===== src/rtl/muldiv_unit.sv =====
// Iterative RV32M multiply/divide unit: radix-2 shift-add multiply,
// radix-2 restoring divide, valid/ready request and response.
module muldiv_unit #(
  parameter int XLEN = 32
) (
  input  logic            clk,
  input  logic            rst,
  input  logic            in_valid,
  output logic            in_ready,
  input  logic [2:0]      op,
  input  logic [XLEN-1:0] data1,
  input  logic [XLEN-1:0] data2,
  output logic            out_valid,
  input  logic            out_ready,
  output logic [XLEN-1:0] result
);
  localparam int CW = $clog2(XLEN + 1);
  localparam logic [XLEN-1:0] MINV =
    {1'b1, {(XLEN-1){1'b0}}};
  localparam logic [XLEN-1:0] ONES = '1;

  typedef enum logic [1:0] {
    IDLE, CALC, DONE
  } state_e;

  state_e            state_q, state_d;
  logic [2:0]        op_q, op_d;
  logic              neg_q, neg_d;
  logic [CW-1:0]     cnt_q, cnt_d;
  logic [XLEN-1:0]   a_q, a_d;
  logic [2*XLEN-1:0] prod_q, prod_d;
  logic [XLEN:0]     rem_q, rem_d;
  logic [XLEN-1:0]   res_q, res_d;

  logic            sgn1, sgn2, s1, s2;
  logic            div_zero, div_ovf;
  logic [XLEN-1:0] mag1, mag2;

  assign sgn1 = op[2] ? ~op[0] : (op != 3'b011);
  assign sgn2 = op[2] ? ~op[0] : (op[2:1] == 2'b00);
  assign s1   = sgn1 & data1[XLEN-1];
  assign s2   = sgn2 & data2[XLEN-1];
  assign mag1 = s1 ? -data1 : data1;
  assign mag2 = s2 ? -data2 : data2;

  assign div_zero = op[2] && (data2 == '0);
  assign div_ovf  = op[2] && !op[0] &&
                    (data1 == MINV) && (data2 == ONES);

  logic [XLEN:0]     macc;
  logic [XLEN:0]     shl, rem_n;
  logic [XLEN+1:0]   diff;
  logic              borrow;
  logic [2*XLEN-1:0] mul_n, div_n, it_prod, p_s;
  logic [XLEN-1:0]   d_raw, d_s, fin;

  // prod_q low half: multiplier (mul) or dividend/quotient (div)
  assign macc  = {1'b0, prod_q[2*XLEN-1:XLEN]} +
                 (prod_q[0] ? {1'b0, a_q} : '0);
  assign mul_n = {macc, prod_q[XLEN-1:1]};

  assign shl    = {rem_q[XLEN-1:0], prod_q[XLEN-1]};
  assign diff   = {rem_q, prod_q[XLEN-1]} - {2'b00, a_q};
  assign borrow = diff[XLEN+1];
  assign rem_n  = borrow ? shl : diff[XLEN:0];
  assign div_n  = {prod_q[2*XLEN-1:XLEN],
                   prod_q[XLEN-2:0], ~borrow};

  assign it_prod = op_q[2] ? div_n : mul_n;
  assign p_s     = neg_q ? -it_prod : it_prod;
  assign d_raw   = op_q[1] ? rem_n[XLEN-1:0]
                           : it_prod[XLEN-1:0];
  assign d_s     = neg_q ? -d_raw : d_raw;
  assign fin     = op_q[2] ? d_s :
                   (op_q[1:0] == 2'b00) ? p_s[XLEN-1:0]
                                        : p_s[2*XLEN-1:XLEN];

  always_ff @(posedge clk or posedge rst) begin
    if (rst) begin
      state_q <= IDLE;
      op_q    <= '0;
      neg_q   <= 1'b0;
      cnt_q   <= '0;
      a_q     <= '0;
      prod_q  <= '0;
      rem_q   <= '0;
      res_q   <= '0;
    end else begin
      state_q <= state_d;
      op_q    <= op_d;
      neg_q   <= neg_d;
      cnt_q   <= cnt_d;
      a_q     <= a_d;
      prod_q  <= prod_d;
      rem_q   <= rem_d;
      res_q   <= res_d;
    end
  end

  always_comb begin
    state_d = state_q;
    op_d    = op_q;
    neg_d   = neg_q;
    cnt_d   = cnt_q;
    a_d     = a_q;
    prod_d  = prod_q;
    rem_d   = rem_q;
    res_d   = res_q;
    unique case (state_q)
      IDLE: begin
        if (in_valid) begin
          op_d   = op;
          neg_d  = (op[2] && op[1]) ? s1 : (s1 ^ s2);
          cnt_d  = CW'(XLEN);
          a_d    = op[2] ? mag2 : mag1;
          prod_d = {{XLEN{1'b0}}, op[2] ? mag1 : mag2};
          rem_d  = '0;
          if (div_zero) begin
            res_d   = op[1] ? data1 : ONES;
            state_d = DONE;
          end else if (div_ovf) begin
            res_d   = op[1] ? '0 : data1;
            state_d = DONE;
          end else begin
            state_d = CALC;
          end
        end
      end
      CALC: begin
        cnt_d  = cnt_q - CW'(1);
        prod_d = it_prod;
        if (op_q[2]) rem_d = rem_n;
        // last iteration: sign-correct the fresh value
        if (cnt_q == CW'(1)) begin
          res_d   = fin;
          state_d = DONE;
        end
      end
      DONE: begin
        if (out_ready) state_d = IDLE;
      end
      default: state_d = IDLE;
    endcase
  end

  assign in_ready  = (state_q == IDLE);
  assign out_valid = (state_q == DONE);
  assign result    = res_q;

endmodule


===== config.mk =====
export PLATFORM = sky130hd
export DESIGN_NAME = muldiv_unit
export DESIGN_NICKNAME = d
export VERILOG_FILES = /design/src/rtl/muldiv_unit.sv
export SDC_FILE = /design/constraint.sdc
export NUM_CORES = 1
export LEC_CHECK = 0
export CAP_MARGIN = 30
export CORE_UTILIZATION = 45
export CTS_BUF_LIST = sky130_fd_sc_hd__clkbuf_8
export DETAILED_ROUTE_END_ITERATION = 12
export GPL_TIMING_DRIVEN = 0
export SETUP_SLACK_MARGIN = 0.4
export SYNTH_ARGS = -nofsm -noshare
export SYNTH_HDL_FRONTEND = slang
export SYNTH_SLANG_ARGS = --single-unit

===== constraint.sdc =====
create_clock -name clk -period 9.7 [get_ports clk]
set_input_delay 1.94 -clock clk [delete_from_list [all_inputs] [get_ports clk]]
set_output_delay 1.94 -clock clk [all_outputs]
set_load 0.01 [all_outputs]

# Yosys cells after proc, flatten, opt, wreduce, memory -nomap -nowiden
# Index checks and enable logic that the tools add are counted.
[totals]
reg_bits = 173
latch_bits = 0
ramBits = 0
mem_bits_ro = 0
wordCells = 82
memories = 0
[op_classes]
addsub = 7
n_mul = 0
div_mod_pow = 0
n_lt_le_gt_ge = 0
eq_ne = 11
n_shift = 0
mux = 35
bitwise = 5
reduce_logical = 16
[op_table]
columns = ["operator", "count"]
rows = [
  ["$mux W32", 15],
  ["$mux W64", 3],
  ["$pmux W64 S2", 1],
  ["$mux W33", 3],
  ["$neg A32 Y32", 3],
  ["$pmux W33 S2", 1],
  ["$eq A32 B32 Y1 const B", 2],
  ["$neg A64 Y64", 1],
  ["$pmux W32 S2", 1],
  ["$sub A34 B32 Y34", 1],
  ["$add A32 B32 Y33", 1],
  ["$logic_not A32 Y1", 1],
  ["$pmux W6 S2", 1],
  ["$mux W2", 5],
  ["$eq A6 B1 Y1 const B", 1],
  ["$logic_not A2 Y1", 3],
  ["$mux W6", 1],
  ["$ne A2 B2 Y1 const B", 3],
  ["$pmux W2 S3", 1],
  ["$reduce_and A3 Y1", 2],
  ["$sub A6 B1 Y6 const B", 1],
  ["$logic_and A1 B1 Y1", 5],
  ["$reduce_and A2 Y1", 2],
  ["$reduce_and A4 Y1", 1],
  ["11 further kinds", 15],
]

# Longest topological paths before layout
[depth]
ltp_word = 9
depth_mapped = 24
mapped_depth_nobuf = 21

# Worst setup path before layout
# OpenSTA, ideal clock, no wires.
[synth_timing]
kind = "reg-to-reg"
startpoint = "register rem_q[25]"
endpoint = "register res_q[26], in the netlist result[26]"
setup_time_ns = 0.124
t_arrival_ns = 4.972
required_ns = 9.576
setup_slack_ns = 4.604
path_stages_with_launch = 22
n_path_buf = 1
synth_period_minus_slack_ns = 5.096
path_cell_list = "dfrtp_1 ha_1 buf_2 a21o_1 a31o_4 a211oi_2 o21ai_2 a31o_2 or2_1 inv_1 ha_1 o211ai_1 or3_1 nor4_2 nand3_1 nor4b_2 nand3_1 or3_1 and3_1 nor4_1 a211oi_1 a211o_1"
[synth_via]
elab_chain_len = 9
word_cells_on_any_way = 13
classes_between = "add/sub (3); mux (9); bitwise (1)"
[synth_rtl]
columns = ["element", "line", "text"]
rows = [
  ["from (decl)", "32", "logic [XLEN:0] rem_q, rem_d;"],
  ["from (signal assigned)", "95", "rem_q <= rem_d;"],
  ["$sub A34 B32 Y34", "63", "assign diff = {rem_q, prod_q[XLEN-1]} - {2'b00, a_q};"],
  ["$not A1 Y1", "67", "prod_q[XLEN-2:0], ~borrow};"],
  ["$mux W64", "69", "assign it_prod = op_q[2] ? div_n : mul_n;"],
  ["$neg A64 Y64 or $mux W32 (tied branches)", "70, 71", ""],
  ["$mux W64 or $neg A32 Y32 (tied branches)", "70, 73", ""],
  ["$mux W32 (on tied branches)", "75, 73", ""],
  ["$mux W32 (*)", "74", "assign fin = op_q[2] ? d_s :"],
  ["$mux W32 (*)", "134", "if (cnt_q == CW'(1)) begin"],
  ["$pmux W32 S2 (*)", "109", "unique case (state_q)"],
  ["to (signal assigned)", "96", "res_q <= res_d;"],
  ["to (decl)", "33", "logic [XLEN-1:0] res_q, res_d;"],
]
# Every way passes the cells marked *; elsewhere a longest branch is shown, timed or not. The select of a mux whose other input is x is not followed.
# A chain may end at the register's enable or synchronous reset.

# Final worst setup path
[layout_timing]
startpoint = "register a_q[20]"
endpoint = "register res_q[26], in the netlist result[26]"
[layout_via]
elab_chain_len = 9
word_cells_on_any_way = 15
classes_between = "add/sub (4); mux (10); bitwise (1)"
[layout_rtl]
columns = ["element", "line", "text"]
rows = [
  ["from (decl)", "30", "logic [XLEN-1:0] a_q, a_d;"],
  ["from (signal assigned)", "84", "a_q <= '0;"],
  ["from (signal assigned)", "93", "a_q <= a_d;"],
  ["$mux W32 or $sub A34 B32 Y34 (tied branches)", "59, 63", ""],
  ["$add A32 B32 Y33 or $not A1 Y1 (tied branches)", "58, 67", ""],
  ["$mux W64", "69", ""],
  ["$neg A64 Y64 or $mux W32 (tied branches)", "70, 71", ""],
  ["$mux W64 or $neg A32 Y32 (tied branches)", "70, 73", ""],
  ["$mux W32 (on tied branches)", "75, 73", ""],
  ["$mux W32 (*)", "74", ""],
  ["$mux W32 (*)", "134", ""],
  ["$pmux W32 S2 (*)", "109", ""],
]
# Marks and branches as above.

==> metrics.txt <==
status=finished, final reports clean; count of state elements after synthesis=between 150 and 200; most frequent cells in the layout=305 x nand2_1, 275 x o21ai_0, 221 x nor2_1; DR vias/cell=~6.9; clock network power share=0.057; Hold Crit Class=reg2reg; Least-Margin Pin Slew=1.16 ns; post-CTS setup buffer count=0; clock transition at the registers of the reported paths=around 0.1 ns; Routed WL per cell=about 30 um; DR vias=22400; total power=between 0.009 and 0.01 W; hold buffers post-CTS=0; worst-skew pair later-pin latency=0.62 ns; die width=about 210 um; crit path kind=reg2reg; largest net degree at the start of global routing=88; area of the die=about 43000 um2; GPL Wtd Cong=about 1.1; Post-synth EDFFs=0; R2R Path Start=a_q[20]; Initial Util=0.456; HPWL after detailed placement=~82 mm; path depth of the worst reg2reg path=22; dominant synthesized flop cell=dfrtp_1; Max-Cap Viols=0; Logic pwr share=0.793; CP arrival=a little over 8 ns; Syn Std Cell Area=between 15000 and 20000 um2; Static Leak=~8.5 nW; R2R Path End=result[26]; Post-Syn Nets=roughly 2700; Flop pwr share=0.151; ys async rst share=1.00; CTS tree=done; RSZ-0062 raised after global routing=no; CORE AREA=about 42000 um2; Rows=75; P_int=approximately 0.0036 W; peak supply drop=about 0.15 mV; htree depth=4; fmax=between 100 and 150 MHz; setup violators final=0; # resized after CTS=0; 1st-iter DRT viols=about 3200; DRT antenna net count=0; CP startpoint kind=register; Sw Pwr=0.00609 W; CP Data Required Time=between 10 and 15 ns; clock sinks=around 170; Cells on Worst Hold Path=2; final-stage net count=between 2000 and 3000; Synth Warn #=0; post-layout min period=between 7 and 8 ns; Slew Viols, Final=0; # IOs=roughly 110; utilization after layout=0.509; initial antenna violation count=6; fin crit share=0.785; mean post-synth cell area=7.45 um2; Area Overhead vs Synth=11.4%; R2R setup slack=approximately 2.1 ns; die height=between 200 and 250 um; Port-buffer cells=around 100; Setup TNS Final=0 ns; total CTS buffers=17; synth unique cells=roughly 110; final hold vios=0; worst-case clock buffer depth=2; CP max FO=8; vias in the first global route=roughly 21000; Worst slew margin=0.219; Post-Synthesis Cells=2571; grt total ovfl=0; DRT Wirelength=around 100 mm; hold_sp=result[0]; Total Routing Usage GR=0.459; layout cells sized above 1=0.0582; clock skew=between 0.03 and 0.04 ns; Seq/Total Area, Yosys=0.226; clock root cell=clkbuf_8; most common cell after layout, fill and taps aside=nand2_1; hold worst-path end=result[0]; sw frac=0.626; global-route wire length before repair=about 140 mm; Initial DRT Pass Iterations=6; PD cells=around 460 nW/um2; Worst setup EP type=register; Post-route DRC=0
==> cells in the mapped netlist, drive strengths merged (12+ instances only) <==
master	number	area [um2]
a21oi	181	910
nand3	48	245
o211ai	39	293
dfrtp	173	4330
or3	38	238
nor3b	14	105
clkbuf	127	477
o22ai	12	75.1
o221ai	26	228
a211oi	39	320
nor3	63	335
maj3	22	220
nor4	23	171
o21a	14	106
a31oi	36	240
or2	15	93.8
ha	71	888
and3	23	144
nand2	305	1140
nor2	223	842
a21o	30	225
nand2b	21	131
and2	66	413
a22o	23	201
buf	37	190
o31ai	35	278
inv	83	312
o21ai	291	1480
a211o	13	114
mux2i	63	631
xor2	73	639
a22oi	19	143
nor2b	15	93.8
xnor2	77	674
mux2	21	236
a221oi	15	144
nand4	31	206
==> power groups by stage <==
stage | registers [W] | logic (W) | clock network [W]
finish | 0.00146 | 0.00771 | 0.000554
detailed placement | 0.00145 | 0.00729 | 0
global route | 0.00148 | 0.00804 | 0.000571
floorplan | 0.00128 | 0.00467 | 0
CTS | 0.00143 | 0.00733 | 0.000550
global placement | 0.00144 | 0.00719 | 0
==> critical path, cell delays in order (launching register included) <==
cell	delay (ns)
dfrtp_1	0.51
inv_1	0.15
ha_1	0.30
buf_2	0.21
a21oi_1	0.45
o211ai_1	0.35
a211oi_2	0.35
o21ai_2	0.25
a31o_2	0.39
or2_1	0.37
inv_1	0.21
ha_1	0.30
o211ai_1	0.20
or3_1	0.40
nor4_2	0.25
nand3_1	0.19
nor4b_2	0.42
nand3_1	0.25
or3_1	0.45
and3_1	0.20
nor4_1	0.67
a211oi_1	0.29
a211o_1	0.31
==> final cells by class <==
| cell class | instances | area (um2) |
|---|---|---|
| sequential | 173 | 4330 |
| clock inverter | 15 | 149 |
| multi-input combinational | 2149 | 13800 |
| timing repair buffer | 113 | 1120 |
| antenna | 3 | 7.51 |
| fill | 4184 | 20600 |
| inverter | 85 | 327 |
| buffer | 164 | 667 |
| tap | 539 | 674 |
| clock buffer | 17 | 234 |
==> worst max-delay path by stage <==
stage / startpoint / cells past startpoint / endpoint
after floorplan: rst / 1 / a_q[0]
after global placement: rst / 2 / rem_q[24]
after detailed placement: a_q[20] / 22 / result[26]
after CTS: a_q[22] / 22 / result[26]
after global routing: a_q[22] / 24 / result[26]
final: a_q[20] / 22 / result[26]
==> cell families after synthesis <==
kind of cell	after synthesis	synth area share
AND/OR/NAND/NOR	921	0.235
AO/OA/AOI/OAI	898	0.312
buffers and inverters	249	0.0515
flip-flops	173	0.226
XOR/XNOR	150	0.0686
adder cells (fa/ha/maj)	95	0.0600
multiplexers	85	0.0465
==> registers in the layout, summed over array words and instances (netlist names) <==
signal   cells
prod_q      64
op_q         3
state_q      2
rem_q       33
a_q         32
result      32
cnt_q        6
neg_q        1
==> metal layers <==
| metal | up-vias | global-route usage | wire length, um |
|---|---|---|---|
| met5 | - | 0 | 11 |
| li1 | 9795 | - | - |
| met2 | 1546 | 0.654 | 40700 |
| met3 | 266 | 0.135 | 12700 |
| met1 | 10800 | 0.611 | 40700 |
| met4 | 2 | 0.270 | 6520 |
==> through the flow <==
step | cell area (um2) | hold WS [ns] | std cells | setup slack (ns)
final | 21300 | 0.490 | 3258 | 2.09
after global routing | 21300 | 0.515 | 3255 | 2.12
after CTS | 21300 | 0.494 | 3255 | 2.50
after detailed placement | 20900 | 0.470 | 3223 | 2.53
after global placement | 20900 | 0.465 | 3214 | 0.454
after floorplan | 19100 | 0.461 | 2571 | 3.07
Note: power is estimated with default switching activity, not from simulation.
